===== src/rtl/shift_left_pkg.sv =====
// Shared types and sizing for the lane shifter.
// Lane 0 sits in the least significant bits.
package shift_left_pkg;
  localparam int LANE_W    = 12;
  localparam int LANES     = 8;
  localparam int MAX_SHIFT = 5;
  localparam int SHIFT_W   = 3;

  typedef logic [LANE_W-1:0] lane_t;
  typedef lane_t [LANES-1:0] vec_t;
endpackage


===== src/rtl/shift_left_lane_mux.sv =====
// One output lane: pick fill or an input lane
// from LANE down to LANE-MAX_SHIFT by shift.
module shift_left_lane_mux
  import shift_left_pkg::*;
#(
  parameter int LANE = 0
) (
  input  vec_t               in,
  input  lane_t              fill,
  input  logic [SHIFT_W-1:0] shift,
  output lane_t              out
);

  lane_t src [MAX_SHIFT+1];

  for (genvar k = 0; k <= MAX_SHIFT; k++) begin : g_src
    if (LANE >= k) begin : g_in
      assign src[k] = in[LANE-k];
    end else begin : g_fill
      assign src[k] = fill;
    end
  end

  // select the source for this lane
  always_comb begin
    out = fill;
    if (shift <= SHIFT_W'(MAX_SHIFT)) begin
      out = src[shift];
    end
  end

endmodule


===== src/rtl/shift_left_lanes.sv =====
// Lane-granular left shifter, one register stage.
// Illegal shift amounts force a zero, invalid result.
module shift_left_lanes
  import shift_left_pkg::*;
(
  input  logic                    clk,
  input  logic                    rst,
  input  logic [LANES*LANE_W-1:0] in,
  input  logic [SHIFT_W-1:0]      shift,
  input  logic [LANE_W-1:0]       fill,
  output logic [LANES*LANE_W-1:0] out,
  output logic                    out_valid
);

  vec_t in_v;
  vec_t mux_v;
  logic legal;

  assign in_v  = in;
  assign legal = (shift <= SHIFT_W'(MAX_SHIFT));

  for (genvar i = 0; i < LANES; i++) begin : g_lane
    shift_left_lane_mux #(
      .LANE (i)
    ) u_mux (
      .in    (in_v),
      .fill  (fill),
      .shift (shift),
      .out   (mux_v[i])
    );
  end

  // output register; illegal shifts clear data and valid
  always_ff @(posedge clk) begin
    if (rst) begin
      out       <= '0;
      out_valid <= 1'b0;
    end else if (legal) begin
      out       <= mux_v;
      out_valid <= 1'b1;
    end else begin
      out       <= '0;
      out_valid <= 1'b0;
    end
  end

endmodule


===== config.mk =====
export PLATFORM = sky130hd
export DESIGN_NAME = shift_left_lanes
export DESIGN_NICKNAME = d
export VERILOG_FILES = /design/src/rtl/shift_left_pkg.sv /design/src/rtl/shift_left_lane_mux.sv /design/src/rtl/shift_left_lanes.sv
export SDC_FILE = /design/constraint.sdc
export NUM_CORES = 1
export LEC_CHECK = 0
export ABC_CLOCK_PERIOD_IN_PS = 1400
export BUFFER_PORTS_ARGS = -buffer_cell sky130_fd_sc_hd__buf_2
export CORE_UTILIZATION = 53
export DETAILED_ROUTE_END_ITERATION = 12
export PLACE_DENSITY_LB_ADDON = 0.08
export SLEW_MARGIN = 30
export SYNTH_ARGS = -nofsm -noshare
export SYNTH_HDL_FRONTEND = slang
export SYNTH_HIERARCHICAL = 1
export SYNTH_SLANG_ARGS = --single-unit

===== constraint.sdc =====
create_clock -name clk -period 1.4 [get_ports clk]
set_input_delay 0.14 -clock clk [delete_from_list [all_inputs] [get_ports clk]]
set_output_delay 0.14 -clock clk [all_outputs]
set_load 0.02 [all_outputs]

==> After elaboration in Yosys (flattened, before gate mapping) <==
Cells that the tools add are included.
{ "classes": {"n_lt_le_gt_ge": 2, "muxes": 25, "n_bitwise": 2, "reduce_logical": 1} }
{ "ops": {"columns": ["operator", "n"], "rows": [
  ["$bmux 12 s3", 8],
  ["$mux 12", 16],
  ["$ge 4x4->1 const B", 1],
  ["$not 3->4", 1],
  ["$le 3x3->1 const B", 1],
  ["$reduce_or 2->1", 1],
  ["$mux 1", 1],
  ["$not 1->1", 1]
]} }
{ "totals": {"regBits": 97, "output_inout_bits": 97} }

==> Depth between registers and ports, before layout <==
Gate-level depths: netlist (run 1).
{ "depth": {"word_depth": 4, "depth_mapped": 6, "ltp_nobuf": 4} }

==> Modules after synthesis <==
Netlist (run 1), hierarchy kept.
{ "by_module_without_submodules": {"columns": ["module", "n_inst", "cells_each", "area_each_um2", "seq_area_each_um2"], "rows": [
  ["shift_left_lanes", 1, 204, 2627.5, 1941.9],
  ["shift_left_lane_mux (g_lane[5].u_mux ...)", 3, 83, 798.3, 0.0],
  ["shift_left_lane_mux (g_lane[3].u_mux)", 1, 69, 700.7, 0.0],
  ["shift_left_lane_mux (g_lane[4].u_mux)", 1, 71, 669.4, 0.0],
  ["shift_left_lane_mux (g_lane[2].u_mux)", 1, 58, 465.4, 0.0],
  ["shift_left_lane_mux (g_lane[1].u_mux)", 1, 41, 279.0, 0.0],
  ["shift_left_lane_mux (g_lane[0].u_mux)", 1, 14, 156.4, 0.0]
]} }

==> Worst setup path before layout (run 1) <==
OpenSTA, ideal clock, no wires.
{ "synth_path": {"path_type": "input-to-reg", "start": "in shift[0]", "end": "reg out[79]", "setup_time_ns": 0.115, "arrival_ns": 1.051, "t_required_ns": 1.285, "setup_slack_ns": 0.234, "path_stages": 6, "n_path_buf": 2, "cell_sequence": "buf_6 > buf_12 > mux2_4 > o211ai_2 > o221ai_2 > and2_1"} }
{ "synth_rtl": {"columns": ["element", "line_no", "source"], "rows": [
  ["from (decl)", "shift_left_lanes.sv:9", "input logic [SHIFT_W-1:0] shift,"],
  ["to (signal assigned)", "shift_left_lanes.sv:39", "out <= mux_v;"],
  ["to (decl)", "shift_left_lanes.sv:11", "output logic [LANES*LANE_W-1:0] out,"]
]} }

==> results of run 1 <==
-- state kept, by name, indices dropped and copies added, names as in the netlist --
signal and count:
out 96, out_valid 1
-- cells in the final DEF (no fill, tap or decap), types with 2 or more instances in the layout --
master,n
inv_1,13
and2_1,96
clkinvlp_4,2
buf_4,44
nor2_1,3
mux2_4,19
dfxtp_1,97
o21ai_0,19
o221ai_2,12
buf_2,207
and2b_4,5
or2_2,3
or2b_1,6
a221oi_2,22
o211ai_2,12
o21ai_1,17
a211oi_1,14
mux2i_1,120
mux2_2,41
inv_6,2
a221oi_1,2
o221ai_1,24
nor2b_1,16
o211ai_1,24
and2b_1,3
nand2b_1,34
clkbuf_16,9
a22oi_1,24
a211oi_2,10
buf_12,14
-- power breakdown --
part,total [mW],internal (mW),switching [mW]
registers,3.01,2.96,0.0586
clock network,2.51,1.30,1.21
logic,2.46,1.10,1.36
-- metrics by stage --
step	std cells	total power [mW]	instance area [sq um]	hold slack (ns)
after global placement	1084	5.48	8600	0.496
final	1100	7.98	8910	0.129
after CTS	1100	8.03	8910	0.125
after global routing	1100	8.30	8910	0.126
after floorplan	706	4.67	7290	0.346
after detailed placement	1084	5.52	8610	0.503
-- critical path: cells and delay by family --
kind	cells	cell delay, ns
AO/OA/AOI/OAI	2	0.38
buffers and inverters	2	0.27
AND/OR/NAND/NOR	2	0.79
-- logic make-up (layout without fill, tap and decap cells) --
group,after synthesis,count (layout),share of synthesized area (%)
AOI/OAI and AO/OA,181,181,23.0
buffers and inverters,77,295,8.49
DFF,97,97,26.6
muxes,180,180,26.7
and+or+nand+nor,171,171,15.2
-- final cells by class --
type	instances	area, sq um	area share [%]
repair buffers	266	1660	18.7
inverters	13	48.8	0.548
multi-input cells	532	4730	53.2
clock buffers	10	239	2.68
well taps	176	220	2.47
flip-flops and latches	97	1940	21.8
clock inverters	6	60.1	0.674
-- metal layers --
metal | share of wire, % | GRT usage [%]
met1 | 39 | 32.9
met2 | 53 | 58.1
met3 | 5.0 | 4.31
met4 | 3.4 | 16.0
met5 | 0 | 0
-- synth_stat cells (4+ instances only) --
cell | count | area [sq um]
o21ai_1 | 17 | 85.1
mux2_2 | 41 | 462
a221oi_2 | 22 | 330
clkbuf_1 | 13 | 48.8
a211oi_2 | 10 | 125
o211ai_2 | 12 | 150
buf_6 | 20 | 225
o221ai_1 | 24 | 210
o21ai_0 | 19 | 95.1
dfxtp_1 | 97 | 1940
buf_12 | 9 | 180
or2b_1 | 6 | 45.0
buf_2 | 18 | 90.1
and2_1 | 96 | 601
o221ai_2 | 12 | 180
mux2_4 | 19 | 285
mux2i_1 | 120 | 1200
nor2b_1 | 16 | 100
o211ai_1 | 24 | 180
inv_1 | 13 | 48.8
a22oi_1 | 24 | 180
nor2_1 | 4 | 15.0
a211oi_1 | 14 | 105
nand2b_1 | 34 | 213
and2b_4 | 5 | 50.1
-- worst max path at each step --
stage	startpoint	to	slack, ns	cells after the start
after floorplan	shift[0]	out[79]	0.23	6
after global placement	shift[2]	out[48]	-0.29	4
after detailed placement	shift[2]	out[35]	-0.22	6
after CTS	shift[2]	out[31]	0.16	6
after global routing	shift[2]	out[32]	0.04	6
final	shift[2]	out[31]	0.11	6
==> impl_metrics.ini, run 1 <==
[synthesis]
ys_types = 35
syn_area_sq_mm = 0.00729
synth_top_flop_cell = dfxtp_1
synth-seq-area-share_pct = 26.6
syn_inst = 706
synth-edff-count = 0
synth_seq_cells = 97
async_flop_share_pct = 0
syn_nets = 819
syn_avg_cell_area_sq_um = 10.3
yosysWarnings = 6

[worst_setup_path]
worstSetupEndpointType = register
cp_cell_sequence = buf_4, buf_12, nor2_1, a22oi_1, o21ai_1, and2_1
crit_path_max_fanout = 12
cpPeakStageDelay_ns = 0.65
worstPathArrival_ns = 1.59
critPathLaunchType = input port
crit_type = in -> reg
critPathSlowestCell = nor2_1
required_ns = 1.70

[cells_and_area]
nets = 1032
antennaDiodeCount = 0
areaGrowthSynthToFinish_pct = 22.1
final_layout_size_suffix_gt1_share_pct = 44.6
fillers = 1136
fin_util_pct = 66.7

[power_and_ir_drop]
p_per_area_mw_per_mm2 = 896
peakVddDrop_uv = 579
p_leak_nw = 4.08

[detailed_routing]
drt-initial-drc-count = 555
drtAntennaViolNets = 0
vias_per_cell = 5.91
route.vias.total = 6499
post-route-drc-count = 0
wl_um = 22000
post_drt_wl_per_cell_um = 20.0
dr.pass1.iters = 6

[floorplan]
die_area_sq_mm = 0.0142
io_pins = 210
start_util_pct = 54.6
fp.coreArea_sq_mm = 0.0133
fp.dieH_um = 119
die_x_um = 119
std_cell_rows = 42

[grt]
globalRoute.totalOverflow = 0
grt_pass1_vias = 6555
grt_max_degree = 42
grt_use_total_pct = 30.7
antenna_found_initial = 0
grt_pass1_wl_um = 34100

[run_status]
status = completed

[sta]
worst_pin_slew_ns = 0.892
max-slew-margin-rel_pct = 40.3
hold_viol_final = 0
drv_slew = 0
max_freq_mhz = 778
fin_tns_setup_ns = 0
fin_crit_ns = 1.29
setup_ws_ns = 0.114
rsz0062_at_grt = false
final-setup-viol-count = 0
timing.final.crit_share_pct = 91.9

[cts]
clk_pin_slew_ns = 0.07
ctsHoldBuffers = 0
cts_setup_buffers = 0
root_buffer = clkbuf_16
numCtsBuffers = 9
cts_htree_levels = 3
cts_tree = done
post_cts_resized = 0
cts_sinks = 97
clock_path_buffers = 2

[placed_design]
port_buffers = 209
routabilityCongestion = 0.916
hpwlAfterDp_um = 16800
pre_cts_slack_ns = -0.218

[hold_path]
worstHoldStart = rst
hold_path_class = in -> reg
holdPathStages = 3
whs_endpoint = out[1]

[flow_run]
drv_cap = 0
No activity file was read; power rests on OpenSTA's default activity.
==> inputs of run 2 (changes only) <==
Settings changed: ABC_CLOCK_PERIOD_IN_PS 1400 to 1300, PLACE_DENSITY set to 0.81, PLACE_DENSITY_LB_ADDON 0.08 to unset.
Clock period 1.4 ns to 1.3 ns, I/O delays scaled along.
==> impl_metrics.ini, run 2 (same netlist as run 1, synthesis figures left out) <==
[run_status]
status = completed

[placed_design]
hpwlAfterDp_um = 16000
routabilityCongestion = 0.906
pre_cts_slack_ns = -0.189
port_buffers = 209

[sta]
fin_crit_ns = 1.12
setup_ws_ns = 0.178
max_freq_mhz = 892
timing.final.crit_share_pct = 86.3
fin_tns_setup_ns = 0
hold_viol_final = 0
max-slew-margin-rel_pct = 41.9
rsz0062_at_grt = false
whs_ns = 0.171
final-setup-viol-count = 0
drv_slew = 0
worst_pin_slew_ns = 0.869

[grt]
grt_pass1_wl_um = 32500
grt_use_met1_pct = 33.4
antenna_found_initial = 0
met2_usage_pct = 51.7
use_met3_pct = 6.66
busiest_layer = met2
grt_pass1_vias = 6281
grt_use_total_pct = 29.1
globalRoute.totalOverflow = 0
grt_max_degree = 56

[cts]
cts_sinks = 97
ctsHoldBuffers = 0
clk_pin_slew_ns = 0.07
cts_tree = done
post_cts_resized = 0
root_buffer = clkbuf_16
cts_setup_buffers = 0
clock_path_buffers = 2
cts_htree_levels = 3
numCtsBuffers = 9

[cells_and_area]
areaGrowthSynthToFinish_pct = 22.6
largestRegisters = out: 96 flops, out_valid: 1 flops
multi_input_area_sq_mm = 0.00473
largest-register = out
final_layout_size_suffix_gt1_share_pct = 45.1
final_common_cell = buf_2
nets = 1043
fillers = 1102
fin_util_pct = 67.0
seqCellArea_sq_mm = 0.00194
final_cell_mix = 207 x buf_2, 120 x mux2i_1, 97 x dfxtp_1, 96 x and2_1, 57 x buf_4
largest_register_ffs = 96
antennaDiodeCount = 0

[power_and_ir_drop]
peakVddDrop_uv = 711
p_per_area_mw_per_mm2 = 944
p_leak_nw = 4.12
power_mw = 8.44

[floorplan]
std_cell_rows = 42
die_area_sq_mm = 0.0142
start_util_pct = 54.6
fp.dieH_um = 119
fp.coreArea_sq_mm = 0.0133
io_pins = 210
die_x_um = 119

[detailed_routing]
post_drt_wl_per_cell_um = 18.7
dr.pass1.iters = 5
post-route-drc-count = 0
drt-initial-drc-count = 560
route.vias.total = 6569
drtAntennaViolNets = 0
vias_per_cell = 5.91
wl_um = 20800

[worst_setup_path]
worstPathArrival_ns = 1.37
required_ns = 1.55
worstSetupEndpointType = register
crit_type = in -> reg
critPathLaunchType = input port
crit_path_max_fanout = 14

[hold_path]
hold_path_class = in -> reg

[flow_run]
drv_cap = 0
-- run 2: cell count changes in the layout (fill, tap and decap cells not counted), sizes merged --
cell	before	now
buf	266	277
clkinv	1	4
clkbuf	10	9
clkinvlp	2	1
inv	16	15
-- run 2: critical path, cell delays in order --
cell and delay [ns]:
buf_8 0.14, buf_4 0.18, nor3_2 0.22, buf_4 0.23, mux2_2 0.33, and2_1 0.14
-- run 2: layout make-up --
type | count | share of cell area (%)
Inverter | 13 | 0.546
Multi-Input combinational cell | 532 | 52.9
Sequential cell | 97 | 21.7
Tap cell | 176 | 2.46
Clock buffer | 9 | 2.52
Timing Repair Buffer | 277 | 19.2
Clock inverter | 7 | 0.588
-- run 2: report_power, final --
group | total [mW] | leakage [nW] | internal, mW | switching, mW
Clock | 2.56 | 0.136 | 1.31 | 1.24
Combinational | 2.64 | 3.18 | 1.20 | 1.44
Sequential | 3.25 | 0.803 | 3.18 | 0.0608
-- run 2: through the flow --
step | area (sq um) | instances
2_1_floorplan | 7290 | 706
3_3_place_gp | 8660 | 1095
3_5_place_dp | 8660 | 1095
4_1_cts | 8940 | 1111
5_1_grt | 8940 | 1111
6_report | 8940 | 1111
-- run 2: final timing paths --
kind                  from   endpoint  slack (ns)  cells after the start
setup / recovery  shift[0]     out[0]        0.18                      6
hold / removal         rst  out_valid        0.17                      3
-- run 2: metal layers --
layer	vias up	wire length, um
li1	3087	-
met5	-	0
met1	3183	8350
met4	0	649
met2	243	10600
met3	56	1190
